<file path="config.mk">
export PLATFORM = sky130hd
export DESIGN_NAME = ign_scheduler_n
export DESIGN_NICKNAME = d
export VERILOG_FILES = /design/src/rtl/ign_scheduler_n_pkg.sv /design/src/rtl/ign_phase_tracker.sv /design/src/rtl/ign_scheduler_n.sv
export SDC_FILE = /design/constraint.sdc
export NUM_CORES = 2
export LEC_CHECK = 0
export ABC_CLOCK_PERIOD_IN_PS = 10970
export CORE_ASPECT_RATIO = 1.5
export CORE_MARGIN = 2
export CORE_UTILIZATION = 57
export CTS_CLUSTER_SIZE = 8
export DETAILED_ROUTE_END_ITERATION = 6
export GPL_TIMING_DRIVEN = 0
export PLACE_DENSITY = 0.74
export SKIP_LAST_GASP = 1
export SYNTH_ARGS = -nofsm -noshare
export SYNTH_HDL_FRONTEND = slang
export SYNTH_SLANG_ARGS = --single-unit
</file>
<file path="constraint.sdc">
create_clock -name clk -period 10.97 [get_ports clk]
set_input_delay 2.7425 -clock clk [delete_from_list [all_inputs] [get_ports clk]]
set_output_delay 2.7425 -clock clk [all_outputs]
set_load 0.02 [all_outputs]
</file>
<file path="src/rtl/ign_scheduler_n_pkg.sv">
// Shared ignition package: default parameters and channel FSM encoding
// used by the scheduler and its phase tracker.
package ign_scheduler_n_pkg;

    localparam int DEF_N_CH           = 4;
    localparam int DEF_ANGLE_W        = 16;
    localparam int DEF_PERIOD_W       = 32;
    localparam int DEF_MAX_DWELL_CLKS = 400000;
    localparam int DEF_MIN_OFF_CLKS   = 2000;

    localparam logic [1:0] ST_IDLE    = 2'd0;
    localparam logic [1:0] ST_CHARGE  = 2'd1;
    localparam logic [1:0] ST_HOLDOFF = 2'd2;

endpackage

</file>
<file path="src/rtl/ign_phase_tracker.sv">
// Interpolates engine angle between tooth strobes; the angle never runs past
// the predicted position of the next tooth.
module ign_phase_tracker
    import ign_scheduler_n_pkg::*;
#(
    parameter int ANGLE_W  = DEF_ANGLE_W,
    parameter int PERIOD_W = DEF_PERIOD_W
) (
    input  logic                clk,
    input  logic                rst,
    input  logic                sync,
    input  logic                trigger,
    input  logic [ANGLE_W-1:0]  eng_phase,
    input  logic [ANGLE_W-1:0]  next_tooth_width,
    input  logic [PERIOD_W-1:0] quanta_period,
    input  logic [ANGLE_W-1:0]  quanta_per_revolution,
    output logic [ANGLE_W-1:0]  cur_angle,
    output logic [ANGLE_W-1:0]  angle_next
);

    logic [PERIOD_W-1:0] quanta_cnt_reg, quanta_cnt_next;
    logic [PERIOD_W-1:0] period_last;
    logic [ANGLE_W-1:0]  angle_reg, stop_reg, stop_next, step_angle;
    logic [ANGLE_W:0]    stop_sum, rev_ext;
    logic                terminal;

    always_comb begin
        rev_ext     = {1'b0, quanta_per_revolution};
        // A zero period behaves like one: step every clock.
        period_last = (quanta_period == '0) ? '0 : quanta_period - PERIOD_W'(1);
        terminal    = (quanta_cnt_reg >= period_last);
        step_angle  = (angle_reg == quanta_per_revolution - ANGLE_W'(1)) ? '0
                                                                         : angle_reg + ANGLE_W'(1);
        stop_sum    = {1'b0, eng_phase} + {1'b0, next_tooth_width};
        stop_next   = (stop_sum >= rev_ext) ? ANGLE_W'(stop_sum - rev_ext) : ANGLE_W'(stop_sum);

        angle_next      = angle_reg;
        quanta_cnt_next = quanta_cnt_reg;
        if (trigger) begin
            angle_next      = eng_phase;
            quanta_cnt_next = '0;
        end else if (sync) begin
            if (terminal) begin
                quanta_cnt_next = '0;
                if (step_angle != stop_reg) begin
                    angle_next = step_angle;
                end
            end else begin
                quanta_cnt_next = quanta_cnt_reg + PERIOD_W'(1);
            end
        end
    end

    always_ff @(posedge clk or posedge rst) begin
        if (rst) begin
            angle_reg      <= '0;
            quanta_cnt_reg <= '0;
            stop_reg       <= '0;
        end else begin
            angle_reg      <= angle_next;
            quanta_cnt_reg <= quanta_cnt_next;
            if (trigger) begin
                stop_reg <= stop_next;
            end
        end
    end

    assign cur_angle = angle_reg;

endmodule

</file>
<file path="src/rtl/ign_scheduler_n.sv">
// N-channel ignition scheduler: per-channel charge/fire angles evaluated
// against every move of the shared interpolated engine angle.
module ign_scheduler_n
    import ign_scheduler_n_pkg::*;
#(
    parameter int N_CH           = DEF_N_CH,
    parameter int ANGLE_W        = DEF_ANGLE_W,
    parameter int PERIOD_W       = DEF_PERIOD_W,
    parameter int MAX_DWELL_CLKS = DEF_MAX_DWELL_CLKS,
    parameter int MIN_OFF_CLKS   = DEF_MIN_OFF_CLKS
) (
    input  logic                     clk,
    input  logic                     rst,
    input  logic [N_CH-1:0]          en,
    input  logic                     sync,
    input  logic                     trigger,
    input  logic [ANGLE_W-1:0]       eng_phase,
    input  logic [ANGLE_W-1:0]       next_tooth_width,
    input  logic [PERIOD_W-1:0]      quanta_period,
    input  logic [ANGLE_W-1:0]       quanta_per_revolution,
    input  logic [ANGLE_W-1:0]       ign_timing,
    input  logic [ANGLE_W-1:0]       dwell_angle,
    input  logic [N_CH*ANGLE_W-1:0]  cyl_phase,
    output logic [N_CH-1:0]          spk_out,
    output logic [N_CH-1:0]          overdwell,
    output logic [ANGLE_W-1:0]       cur_angle
);

    localparam int DW = $clog2(MAX_DWELL_CLKS + 2);
    localparam int OW = $clog2(MIN_OFF_CLKS + 2);
    localparam logic [DW-1:0]      DWELL_LAST = DW'(MAX_DWELL_CLKS - 1);
    localparam logic [OW-1:0]      OFF_LAST   = OW'(MIN_OFF_CLKS - 1);
    localparam logic [ANGLE_W:0]   ONE_EXT    = 1;

    // (a - b) mod m for a, b already reduced below m.
    function automatic logic [ANGLE_W:0] mod_diff(input logic [ANGLE_W:0] a,
                                                  input logic [ANGLE_W:0] b,
                                                  input logic [ANGLE_W:0] m);
        return (a >= b) ? (a - b) : (a + m - b);
    endfunction

    logic [ANGLE_W-1:0] angle_next;
    logic [ANGLE_W:0]   rev_ext, old_ext, span, dwell_lim;

    ign_phase_tracker #(
        .ANGLE_W  (ANGLE_W),
        .PERIOD_W (PERIOD_W)
    ) u_tracker (
        .clk                   (clk),
        .rst                   (rst),
        .sync                  (sync),
        .trigger               (trigger),
        .eng_phase             (eng_phase),
        .next_tooth_width      (next_tooth_width),
        .quanta_period         (quanta_period),
        .quanta_per_revolution (quanta_per_revolution),
        .cur_angle             (cur_angle),
        .angle_next            (angle_next)
    );

    // Angle swept this clock; targets in (old, new] modulo rev are crossed.
    always_comb begin
        rev_ext   = {1'b0, quanta_per_revolution};
        old_ext   = {1'b0, cur_angle};
        span      = mod_diff({1'b0, angle_next}, old_ext, rev_ext);
        dwell_lim = ({1'b0, dwell_angle} >= rev_ext) ? rev_ext - ONE_EXT : {1'b0, dwell_angle};
    end

    genvar gi;
    generate
        for (gi = 0; gi < N_CH; gi++) begin : g_ch
            logic [ANGLE_W:0]   fire_sum, fire_mod, charge_mod, fire_dt, charge_dt;
            logic [ANGLE_W-1:0] fire_reg, charge_reg;
            logic               fire_hit, charge_hit;
            logic [1:0]         state_reg, state_next;
            logic [DW-1:0]      dwell_reg, dwell_next;
            logic [OW-1:0]      off_reg, off_next;
            logic               od_reg, od_next;

            always_comb begin
                fire_sum   = {1'b0, ign_timing} + {1'b0, cyl_phase[gi*ANGLE_W +: ANGLE_W]};
                fire_mod   = (fire_sum >= rev_ext) ? fire_sum - rev_ext : fire_sum;
                charge_mod = mod_diff(fire_mod, dwell_lim, rev_ext);
                fire_dt    = mod_diff({1'b0, fire_reg}, old_ext, rev_ext);
                charge_dt  = mod_diff({1'b0, charge_reg}, old_ext, rev_ext);
                fire_hit   = (fire_dt != '0) && (fire_dt <= span);
                charge_hit = (charge_dt != '0) && (charge_dt <= span);
            end

            always_comb begin
                state_next = state_reg;
                dwell_next = dwell_reg;
                off_next   = off_reg;
                od_next    = 1'b0;
                case (state_reg)
                    ST_IDLE: begin
                        // A fire crossing in the same sweep suppresses the charge.
                        if (charge_hit && !fire_hit && en[gi] && sync) begin
                            state_next = ST_CHARGE;
                            dwell_next = '0;
                        end
                    end
                    ST_CHARGE: begin
                        if (fire_hit || !en[gi] || !sync) begin
                            state_next = ST_HOLDOFF;
                            off_next   = '0;
                        end else if (dwell_reg == DWELL_LAST) begin
                            state_next = ST_HOLDOFF;
                            off_next   = '0;
                            od_next    = 1'b1;
                        end else begin
                            dwell_next = dwell_reg + DW'(1);
                        end
                    end
                    ST_HOLDOFF: begin
                        if (off_reg == OFF_LAST) begin
                            state_next = ST_IDLE;
                        end else begin
                            off_next = off_reg + OW'(1);
                        end
                    end
                    default: state_next = ST_IDLE;
                endcase
            end

            always_ff @(posedge clk or posedge rst) begin
                if (rst) begin
                    fire_reg   <= '0;
                    charge_reg <= '0;
                    state_reg  <= ST_IDLE;
                    dwell_reg  <= '0;
                    off_reg    <= '0;
                    od_reg     <= 1'b0;
                end else begin
                    fire_reg   <= ANGLE_W'(fire_mod);
                    charge_reg <= ANGLE_W'(charge_mod);
                    state_reg  <= state_next;
                    dwell_reg  <= dwell_next;
                    off_reg    <= off_next;
                    od_reg     <= od_next;
                end
            end

            assign spk_out[gi]   = (state_reg == ST_CHARGE);
            assign overdwell[gi] = od_reg;
        end
    endgenerate

endmodule
</file>
# After elaboration in Yosys (flattened, before gate mapping)
# Index checks and enable logic that the tools add are counted.
# Widths: inputs -> output; s select.
[word_totals]
register_bits = 324
word_cells = 322
inputBits = 184
[classes]
reduce_logical = 71
n_lt_le_gt_ge = 28
addsub = 62
mux = 92
n_eq_ne = 42
[ops]
columns = ["operator", "n"]
rows = [
  ["$add 16x16->17", 14],
  ["$mux 17", 14],
  ["$mux 19", 12],
  ["$sub 17x16->17", 13],
  ["$ge 16x16->1", 10],
  ["$mux 16", 10],
  ["$sub 16x16->17", 9],
  ["$pmux 19 s2", 4],
  ["$sub 16x16->16", 9],
  ["$le 17x17->1", 8],
  ["$reduce_bool 17->1", 8],
  ["$mux 11", 12],
  ["$mux 32", 4],
  ["$pmux 11 s2", 4],
  ["$ge 17x16->1", 5],
  ["$add 19x1->19 const B", 4],
  ["$eq 19x19->1 const B", 4],
  ["$ge 17x17->1", 4],
  ["$add 16x16->16", 4],
  ["$add 11x1->11 const B", 4],
  ["$eq 11x11->1 const B", 4],
  ["$ne 2x2->1 const B", 20],
  ["$add 32x1->32 const B", 1],
  ["$ge 32x32->1", 1],
  ["other kinds (20)", 113],
]

# Depth between registers and ports, before layout
[depth]
depth_word = 19
depth_mapped = 48

# Cells and area by module
# A second synthesis with hierarchy kept.
[hier_totals]
cells_unflattened = 6971
area_unflattened_um2 = 55736.0
[by_module_without_submodules]
columns = ["module", "area_per_inst_um2", "instances", "cells_each", "seq_area_each_um2"]
rows = [
  ["ign_scheduler_n", 48460.2, 1, 6022, 6506.2],
  ["ign_phase_tracker", 7275.7, 1, 949, 1601.5],
]

# Least setup slack after synthesis
# OpenSTA, ideal clock, no wires.
[synth_path]
path_type = "input to register"
start = "input port quanta_per_revolution[1]"
end = "register g_ch[0].dwell_reg[10]"
t_required_ns = 10.850
arrival_ns = 12.990
cell_stages = 40
setup_slack_ns = -2.140
setup_ns = 0.120
path_buffers = 2
cell_sequence = "inv_1 -> ha_1 -> or3b_2 -> clkbuf_1 -> nor4_1 -> xnor2_1 -> o221ai_1 -> or4_4 -> a2111oi_4 -> nor2_2 -> xor2_1 -> nor4_4 -> a21oi_4 -> mux2i_1 -> o21ai_0 -> fa_1 -> fa_1 -> a21o_1 -> [... 4 more ...] -> a41oi_1 -> nor2b_1 -> xnor2_1 -> o21ai_0 -> ha_1 -> a21o_1 -> a21o_1 -> a21o_1 -> a21o_1 -> a21o_1 -> a21o_1 -> a221o_1 -> a221oi_1 -> o31ai_1 -> a21boi_1 -> buf_2 -> o31a_1 -> a31o_2"
[synth_between]
elab_chain_cells = 19
elab_cells_between_ends = 34
classes_between = "add/sub (8); order compare (3); eq/ne (4); mux (8); reduce/logical (11)"
[synth_rtl]
columns = ["item", "line_no", "text"]
rows = [
  ["from (decl)", "ign_scheduler_n.sv:20", "input logic [ANGLE_W-1:0] quanta_per_revolution,"],
  ["$sub 16x1->16 *", "ign_phase_tracker.sv:32", "step_angle = (angle_reg == quanta_per_revolution - ANGLE_W'(1)) ? '0"],
  ["$eq 16x16->1 *", "ign_phase_tracker.sv:32", ""],
  ["$mux 16 *", "ign_phase_tracker.sv:32", ""],
  ["$ne 16x16->1", "ign_phase_tracker.sv:45", "if (step_angle != stop_reg) begin"],
  ["$mux 16 *", "ign_phase_tracker.sv:45", ""],
  ["$mux 16 *", "ign_phase_tracker.sv:43", "if (terminal) begin"],
  ["$mux 16 *", "ign_phase_tracker.sv:42", "end else if (sync) begin"],
  ["$mux 16 *", "ign_phase_tracker.sv:39", "if (trigger) begin"],
  ["net angle_next[1]", "ign_scheduler_n.sv:42", "logic [ANGLE_W-1:0] angle_next;"],
  ["[... 1 more ...]", "--", ""],
  ["$sub 17x16->17", "ign_scheduler_n.sv:39", "return (a >= b) ? (a - b) : (a + m - b);"],
  ["$mux 17 *", "ign_scheduler_n.sv:39", ""],
  ["$le 17x17->1", "ign_scheduler_n.sv:86", "fire_hit = (fire_dt != '0) && (fire_dt <= span);"],
  ["$logic_and 1x1->1", "ign_scheduler_n.sv:86", ""],
  ["$logic_not 1->1", "ign_scheduler_n.sv:98", "if (charge_hit && !fire_hit && en[gi] && sync) begin"],
  ["$logic_and 1x1->1 (3 in series)", "ign_scheduler_n.sv:98", ""],
  ["$ne 2x2->1 (no line)", "--", ""],
  ["$reduce_and 4->1 (no line) *", "--", ""],
  ["to (signal assigned)", "ign_scheduler_n.sv:138", "dwell_reg <= dwell_next;"],
  ["to (decl)", "ign_scheduler_n.sv:76", "logic [DW-1:0] dwell_reg, dwell_next;"],
]
# The timed path passes the listed nets; every way through them passes the cells marked *.
# A chain may end at the register's enable or synchronous reset.

# Final worst setup path
[layout_path]
start = "input port quanta_period[13]"
end = "register g_ch[0].dwell_reg[2]"
[layout_between]
elab_chain_cells = 17
elab_cells_between_ends = 25
classes_between = "add/sub (4); order compare (4); eq/ne (2); mux (5); reduce/logical (10)"
[layout_rtl]
columns = ["item", "line_no", "text"]
rows = [
  ["from (decl)", "ign_scheduler_n.sv:19", "input logic [PERIOD_W-1:0] quanta_period,"],
  ["$sub 32x1->32 / $logic_not 32->1 (equally long branches)", "ign_phase_tracker.sv:30", "period_last = (quanta_period == '0) ? '0 : quanta_period - PERIOD_W'(1);"],
  ["$mux 32 *", "ign_phase_tracker.sv:30", ""],
  ["$ge 32x32->1 *", "ign_phase_tracker.sv:31", "terminal = (quanta_cnt_reg >= period_last);"],
  ["$mux 16 *", "ign_phase_tracker.sv:43", ""],
  ["$mux 16 *", "ign_phase_tracker.sv:42", ""],
  ["$mux 16 *", "ign_phase_tracker.sv:39", ""],
  ["net angle_next[1]", "ign_scheduler_n.sv:42", ""],
  ["$add 16x16->17", "ign_scheduler_n.sv:39", ""],
  ["$sub 17x16->17", "ign_scheduler_n.sv:39", ""],
  ["$mux 17 *", "ign_scheduler_n.sv:39", ""],
  ["$le 17x17->1", "ign_scheduler_n.sv:86", ""],
  ["$logic_and 1x1->1", "ign_scheduler_n.sv:86", ""],
  ["$logic_not 1->1", "ign_scheduler_n.sv:98", ""],
  ["$logic_and 1x1->1 (3 in series)", "ign_scheduler_n.sv:98", ""],
  ["$ne 2x2->1 (no line)", "--", ""],
  ["$reduce_and 4->1 (no line) *", "--", ""],
]
# Marks and branches as above.

==> run_results.csv <==
group,metric,value,unit
sta,final_hold_viol_count,0,
cts,clock_sinks,324,
drt,wl_met1,72300,um
sta,hold_ws,0.486,ns
pwr,comb_power_share,0.848,
drt,detail_route.vias_per_cell,6.29,
global_routing,grt_first_pass_wirelength,288000,um
critical_path,critical_path_required,11.46,ns
die,pin_count,208,
finish,design_area,63100,um^2
cts,clk_latency,0.65,ns
sta,layout_setup_ws,-0.851,ns
sta,period_minus_slack,11.82,ns
cts,cts_buffer_depth,3,
critical_path,cp.buffers_inverters,6,
die,rows,139,
finish,area_growth,15.3,%
pwr,power_frac_seq,0.087,
synthesis,yosysSeqAreaShare,0.148,
sta,finClkSkew,0.0455,ns
die,coreArea,95500,um^2
finish,final_layout_size_suffix_gt1_frac,0.0918,
run_status,violations,"max-capacitance violations, max-slew violations, negative setup slack",
cts,cts.htree.levels,2,
sta,rsz0062_at_grt,"yes",
drt,firstDrtPassIters,6,
run,maxCapViolCount,1,
synthesis,syn_inst,6821,
placed_design,post-place-ws,-4.22,ns
synthesis,synth_ff_type,"dfrtp_1",
global_routing,antenna_found_initial,4,
sta,drv_slew,12,
placed_design,post-dp-hpwl,154000,um
pwr,vdd_drop_max,196,uV
drt,highest_layer,"met5",
sta,finalSetupTns,-96.19,ns
hold_path,hp-class,"flop to flop",
global_routing,grt_max_degree,41,
die,start_util,0.573,
run_status,outcome,"finished, violations left",
global_routing,grt.total_usage,0.381,
synthesis,avgSynthCellArea,8.03,um^2
drt,drc,0,
finish,multi_input_area,44400,um^2
sta,tightestPinTransition,1.54,ns
drt,ant_nets,0,
critical_path,rr_endpoint,"g_ch[0].dwell_reg[2]",
synthesis,synthTopCellsByArea,"ha_1, dfrtp_1, fa_1",
sta,slew_headroom,-0.0269,
die,die_area,98600,um^2
finish,num-fill-cells,8154,
critical_path,worst_path_largest_cell_delay,0.61,ns
critical_path,r2r_slack,0.07,ns
synthesis,synth-edff-count,0,
pwr,p_sw,11.9,mW
sta,fmaxAchievable,0.0846,GHz
sta,min_period_over_period,1.08,
finish,largest_register_ffs,76,
finish,seq_area,8120,um^2
finish,nets,8397,
synthesis,ys_ff_latch,324,
placed_design,io_buffers,204,
critical_path,cpLargestDelayFamily,"compound AO/OA/AOI/OAI gates",
synthesis,yosysTopAreaCell,"ha_1",
die,die_h,384,um
critical_path,r2r.worst_path.cells,40,
drt,drt_wl_total,196000,um
critical_path,slowest_stage,"fa_1",
synthesis,yosys_warnings,0,
drt,drtIter0Drc,3881,
critical_path,cp_max_fo,6,
pwr,p_sw_frac,0.534,
drt,wl_per_cell,23.0,um
synthesis,syn_nets,7997,
pwr,power_density,354,nW/um^2
pwr,internal_power,10.4,mW
pwr,p_leak,30.1,nW
critical_path,endpoint_kind,"flop",
placed_design,place.gp.congestion,0.996,
placed_design,placed_area,59700,um^2
critical_path,cpMostUsedCell,"a21o_1",
drt,vias,53451,
pwr,p_clk_frac,0.064,
synthesis,synth_most_common_cell,"inv_1",
cts,cts_tree,"done",
critical_path,setup.worst_path.end,"g_ch[0].dwell_reg[2]",
global_routing,gr-total-overflow,0,
die,die_x,257,um
cts,clockRootBuffer,"clkbuf_16",
synthesis,synth_common_cells,"inv_1, ha_1, nor2_1, a21oi_1, nand2_1",
critical_path,worstReg2RegStart,"u_tracker.cur_angle[4]",
critical_path,crit_type,"input port to flop",
global_routing,grt_pass1_vias,50757,
critical_path,startpoint,"quanta_period[13]",
cts,cts.reportedPaths.clkPinSlew,0.05,ns
cts,holdBufCountCts,0,
drt,met3RoutedLength,14200,um
synthesis,synth-async-reset-ratio,1.00,
synthesis,yosysUniqueCellTypes,96,
synthesis,synth_top_area_share,0.175,
sta,setup-violations-final,145,
cts,numCtsBuffers,48,
drt,dr_wl_met2,87400,um
synthesis,netlist_area,54700,um^2
critical_path,crit_path_start_kind,"input port",
critical_path,cp.depth,45,
critical_path,cp.arrival,12.31,ns
[layer usage]
metal	global-route usage	vias up
met3	0.0581	805
li1	-	25075
met4	0.343	2
met2	0.622	2261
met5	0	-
met1	0.432	25308
[what timing repair did]
| action | 4_1_cts | 5_1_grt |
|---|---|---|
| buffers inserted | 74 | 24 |
| pin swaps | 73 | 61 |
| endpoints found under the setup margin | 194 | 196 |
| resized for setup | 169 | 140 |
| gates cloned | 7 | 4 |
[power by group through the flow]
stage	sequential (mW)	clock, mW	combinational, mW
3_3_place_gp	1.96	0	16.8
3_5_place_dp	1.95	0	17.4
6_report	1.95	1.44	19.0
4_1_cts	1.93	1.45	18.1
5_1_grt	1.97	1.49	20.7
2_1_floorplan	1.78	0	13.1
[kinds of logic (layout without fill, tap and decap cells)]
family	after synthesis	count (layout)	synth area share
AO/OA/AOI/OAI	1825	1825	0.216
AND/OR/NAND/NOR	1949	1949	0.177
other	0	1	0
adder cells (fa/ha/maj)	996	996	0.259
flip-flops	324	324	0.148
buffers and inverters	944	1356	0.0660
multiplexers	233	233	0.0452
XOR/XNOR	550	550	0.0890
[stage by stage]
step | util | power, mW | cells
5_1_grt | 0.661 | 24.2 | 8502
4_1_cts | 0.653 | 21.5 | 8473
2_1_floorplan | - | 14.9 | 6821
3_5_place_dp | 0.625 | 19.3 | 8335
3_3_place_gp | 0.616 | 18.7 | 8294
6_report | 0.661 | 22.3 | 8503
[worst min path at each step]
stage                           from               endpoint  slack [ns]  cells after the start
2_1_floorplan   g_ch[2].dwell_reg[5]   g_ch[2].dwell_reg[5]        0.44                      1
3_3_place_gp    g_ch[3].dwell_reg[3]   g_ch[3].dwell_reg[3]        0.46                      1
3_5_place_dp   g_ch[3].dwell_reg[18]  g_ch[3].dwell_reg[18]        0.48                      1
4_1_cts        g_ch[3].dwell_reg[18]  g_ch[3].dwell_reg[18]        0.49                      1
5_1_grt        g_ch[3].dwell_reg[18]  g_ch[3].dwell_reg[18]        0.51                      1
6_report       g_ch[3].dwell_reg[18]  g_ch[3].dwell_reg[18]        0.49                      1
[final cells by class]
cell class,count,share of cell area
multi-input cells,5553,0.703
flip-flops and latches,324,0.129
repair buffers,352,0.0610
inverters,812,0.0484
well taps,1269,0.0252
clock buffers,55,0.0199
plain buffers,130,0.0121
clock inverters,7,0.00143
diodes,1,0.0000396
[cell usage in the layout, fill, tap and decap left out, drive strengths merged, types with 111 or more instances in the layout]
cell type / Yosys / layout
inv: 809 / 808
ha: 765 / 765
nor2: 503 / 503
a21oi: 453 / 453
nand2: 449 / 449
o21ai: 427 / 427
xnor2: 343 / 343
dfrtp: 324 / 324
a21o: 231 / 231
fa: 227 / 227
xor2: 203 / 203
buf: 29 / 186
clkdlybuf4s50: 0 / 171
nor3: 162 / 162
clkbuf: 103 / 152
nand3: 139 / 139
mux2i: 121 / 121
nand4: 114 / 114
mux2: 112 / 112
nand2b: 112 / 112
o21a: 111 / 111
No activity file was read; power rests on OpenSTA's default activity.
